`config.mk`:
```
export PLATFORM = sky130hd
export DESIGN_NAME = ifu_pc_ctrl
export DESIGN_NICKNAME = d
export VERILOG_FILES = /design/src/rtl/ifu_pkg.sv /design/src/rtl/inc16bit.sv /design/src/rtl/ifu_pc_ctrl.sv
export SDC_FILE = /design/constraint.sdc
export NUM_CORES = 1
export LEC_CHECK = 0
export BUFFER_PORTS_ARGS = -buffer_cell sky130_fd_sc_hd__buf_2
export CAP_MARGIN = 10
export CORE_MARGIN = 2
export CORE_UTILIZATION = 44
export DETAILED_ROUTE_END_ITERATION = 8
export PLACE_DENSITY = 0.72
export SLEW_MARGIN = 20
export SYNTH_ARGS = -nofsm -noshare
export SYNTH_HDL_FRONTEND = slang
export SYNTH_SLANG_ARGS = --single-unit
```
`constraint.sdc`:
```
create_clock -name clk -period 2.8 [get_ports clk]
set_input_delay 0.56 -clock clk [delete_from_list [all_inputs] [get_ports clk]]
set_output_delay 0.56 -clock clk [all_outputs]
set_load 0.02 [all_outputs]
```
`src/rtl/ifu_pkg.sv`:
```
// Shared types and constants for the instruction fetch unit.
package ifu_pkg;

  typedef logic [15:0] pc_t;

  typedef enum logic [1:0] {
    BOOT = 2'd0,
    REQ  = 2'd1,
    RESP = 2'd2,
    HOLD = 2'd3
  } ifu_state_e;

  localparam pc_t RESET_VECTOR_DFLT = 16'h0000;

endpackage

```
`src/rtl/inc16bit.sv`:
```
// Combinational 16-bit incrementer; wraps FFFF -> 0000, no carry out.
module inc16bit (
  input  logic [15:0] a,
  output logic [15:0] y
);

  assign y = a + 16'd1;

endmodule

```
`src/rtl/ifu_pc_ctrl.sv`:
```
// PC sequencer: one outstanding fetch, valid/ready toward decode, redirects
// from execute override the PC and squash any fetch already in flight.
module ifu_pc_ctrl
  import ifu_pkg::*;
#(
  parameter logic [15:0] RESET_VECTOR = RESET_VECTOR_DFLT
) (
  input  logic        clk,
  input  logic        rst_n,
  input  logic        redirect_valid,
  input  logic [15:0] redirect_pc,
  output logic        imem_req,
  output logic [15:0] imem_addr,
  input  logic        imem_gnt,
  input  logic        imem_rvalid,
  input  logic [15:0] imem_rdata,
  output logic        instr_valid,
  output logic [15:0] instr_data,
  output logic [15:0] instr_pc,
  input  logic        instr_ready
);

  ifu_state_e state_q, state_d;
  pc_t        pc_q, pc_d, pc_inc;
  logic       kill_q, kill_d;
  logic       vld_d;
  pc_t        data_d, ipc_d;

  inc16bit u_inc (
    .a (pc_q),
    .y (pc_inc)
  );

  assign imem_req  = (state_q == REQ);
  assign imem_addr = pc_q;

  // Next-state and datapath selection; redirect always wins for the pc.
  always_comb begin
    state_d = state_q;
    pc_d    = pc_q;
    kill_d  = kill_q;
    vld_d   = instr_valid;
    data_d  = instr_data;
    ipc_d   = instr_pc;
    unique case (state_q)
      BOOT: state_d = REQ;
      REQ: begin
        if (redirect_valid) pc_d = redirect_pc;
        if (imem_gnt) begin
          state_d = RESP;
          // granted fetch belongs to the old pc once we redirect away
          kill_d  = redirect_valid;
        end
      end
      RESP: begin
        if (!imem_rvalid) begin
          if (redirect_valid) begin
            pc_d   = redirect_pc;
            kill_d = 1'b1;
          end
        end else if (kill_q || redirect_valid) begin
          kill_d  = 1'b0;
          if (redirect_valid) pc_d = redirect_pc;
          state_d = REQ;
        end else begin
          data_d  = imem_rdata;
          ipc_d   = pc_q;
          vld_d   = 1'b1;
          pc_d    = pc_inc;
          state_d = HOLD;
        end
      end
      HOLD: begin
        if (redirect_valid) begin
          vld_d   = 1'b0;
          pc_d    = redirect_pc;
          state_d = REQ;
        end else if (instr_ready) begin
          vld_d   = 1'b0;
          state_d = REQ;
        end
      end
      default: state_d = BOOT;
    endcase
  end

  // State and datapath registers, asynchronously cleared.
  always_ff @(posedge clk or negedge rst_n) begin
    if (!rst_n) begin
      state_q     <= BOOT;
      pc_q        <= RESET_VECTOR;
      kill_q      <= 1'b0;
      instr_valid <= 1'b0;
      instr_data  <= '0;
      instr_pc    <= '0;
    end else begin
      state_q     <= state_d;
      pc_q        <= pc_d;
      kill_q      <= kill_d;
      instr_valid <= vld_d;
      instr_data  <= data_d;
      instr_pc    <= ipc_d;
    end
  end

endmodule

```
==> qor.csv <==
metric;value;unit
finalSetupViolCount;0;
gp_congestion;0.895;
synth_edf_count;0;
critPathSlowestCell;nor3_1;
intPower;1.94;mW
path_cells;inv_1, ha_1, or3_4, nor3_1, a21oi_1, o31ai_1;
synth_area_leaders;dfrtp_1 52%, mux2_2 14%, ha_1 2.5%;
die_area;0.00635;mm2
avgSynthCellArea;11.6;um2
rows;27;
via_per_inst;5.50;
initialDrtViolationCount;198;
clock_power_share;14.3;%
synthCells;217;
placed_cells_incl_taps;374;
grtUsageTotal;19.9;%
fin_util;57.3;%
tns;0;ns
p_total;3.42;mW
postCtsSetupBuffers;0;
grt_max_degree;24;
drv_cap;0;
ff_latch_area;0.00130;mm2
cts_resized;0;
hold_buffers;0;
fin_crit_sh;75.4;%
gr-total-overflow;0;
wirelength;5960;um
rsz0062_at_grt;no;
max_clock_freq;474;MHz
place_area;0.00306;mm2
grt_pass1_vias;2021;
multiInputGateArea;0.00118;mm2
drtPass1Iterations;4;
ys_seq_area_share;51.6;%
cts_buffers;5;
fin_skew;0.00800;ns
die_width;79.7;um
relSlewSlack;59.6;%
die-height;79.7;um
nFillCells;486;
cp.required;3.00;ns
synth_flop_cell;dfrtp_1;
fin_nets;352;
clk_path_buf_depth;2;
worst-setup-path-type;flop to flop;
critPathLaunch;state_q[1];
power.share.switching;43.1;%
post-route-worst-setup-slack;0.689;ns
htreeDepth;2;
regToRegStartpoint;state_q[1];
stdcell_count;380;
vias;2090;
ys_ff_latch;52;
critPathArrivalTime;2.31;ns
postSynthNetCount;260;
synth.largest_area_cell;dfrtp_1;
ir_drop;0.433;mV
synth_area;0.00252;mm2
hold_viol;0;
comb_power_share;44.8;%
max_stage_delay;0.46;ns
synth_top_area_share;51.6;%
drtAntennaViolNets;0;
p_switching;1.47;mW
status;completed;
cellPowerDensity;1080;mW/mm2
clockRootBuffer;clkbuf_8;
avgRoutedWirePerCell;15.7;um
maxSlewViolCount;0;
tightest_slew;0.603;ns
endpoint_kind;flop;
pre_cts_ws;0.687;ns
n_antenna_cell;0;
fin_area;0.00316;mm2
clk_pin_slew;0.09;ns
hp-class;input port to asynchronous set/reset pin;
cts_tree;yes;
synth_most_common_cell;dfrtp_1;
clock_latency;0.30;ns
yosysUniqueCellTypes;45;
clock-sinks;52;
post-dp-hpwl;4480;um
period_needed;2.11;ns
core;0.00551;mm2
ys_async_sr_fraction;100;%
port_buffers;87;
drive_above_1_share;45.5;%
initial_utilization;45.8;%
crit_fanout;9;
grt_pass1_wl;9810;um
startpoint_type;flop;
antenna_found_initial;0;
seq_power_share;40.8;%
p_leak;1.55;nW
io_pins;88;
yosys_warnings;0;
route.detailed.drc;0;
yosys-top-cells-count;52 x dfrtp_1, 32 x mux2_2, 15 x nor2_1, 12 x o21ai_0, 11 x nand2_1;
syn_to_final_growth;25.2;%
holdWs;0.210;ns
==> state kept, by name, indices dropped and copies added, names as in the netlist <==
register / flops
imem_addr: 16
instr_data: 16
instr_pc: 16
instr_valid: 1
kill_q: 1
state_q: 2
==> area by class of cell <==
type                    instances  share of cell area, %
clock buffers                   5                   2.18
clock inverters                 1                  0.952
inverters                       5                  0.595
multi-input cells             154                   37.4
flip-flops and latches         52                   41.2
well taps                      72                   2.85
repair buffers                 91                   14.8
==> power by group through the flow <==
| stage | clock (mW) | sequential, mW | combinational [mW] |
|---|---|---|---|
| 2_1_floorplan | 0 | 1.72 | 0.658 |
| 3_3_place_gp | 0 | 1.39 | 1.51 |
| 3_5_place_dp | 0 | 1.41 | 1.54 |
| 4_1_cts | 0.507 | 1.40 | 1.54 |
| 5_1_grt | 0.527 | 1.45 | 1.67 |
| 6_report | 0.490 | 1.40 | 1.53 |
==> routing by layer <==
metal	share of wire, %	vias up	global-route usage (%)
met2	47	76	31.2
met5	0	-	0
li1	-	998	-
met3	6.1	12	4.07
met4	2.2	0	6.55
met1	45	1004	27.5
==> logic make-up after synthesis <==
logic type | Yosys count | share of synthesized area (%)
AOI/OAI and AO/OA | 52 | 14.4
adders and majority gates | 5 | 2.48
DFF | 52 | 51.6
muxes | 35 | 15.5
and+or+nand+nor | 62 | 14.2
buffers and inverters | 11 | 1.79
==> placed cells by master, fill, tap and decap left out, types with 6 or more instances in the layout <==
master	netlist	routed
nand3_1	6	6
dfrtp_1	52	52
nor2_1	15	15
nand2_1	11	11
buf_2	3	87
o21ai_0	12	12
nor3_1	6	6
a21oi_1	7	7
mux2_2	32	32
==> worst max-delay path, delay by kind of cell, from the launching register on <==
kind            cells  cell delay (ns)
simple gates        2             0.85
compound gates      2             0.42
flops               1             0.39
fa+ha+maj           1             0.28
buf+inv             1             0.08
==> path summary, 6_finish.rpt <==
check / to / slack, ns / cells past startpoint
max: imem_addr[9] / 0.69 / 6
min: imem_addr[11] / 0.21 / 1
max reg2reg: imem_addr[9] / 0.69 / 6
min reg2reg: instr_pc[0] / 0.51 / 1
max in group asynchronous: imem_addr[9] / 1.96 / 2
min in group clk: instr_data[3] / 0.48 / 2
No activity file was read; power rests on OpenSTA's default activity.
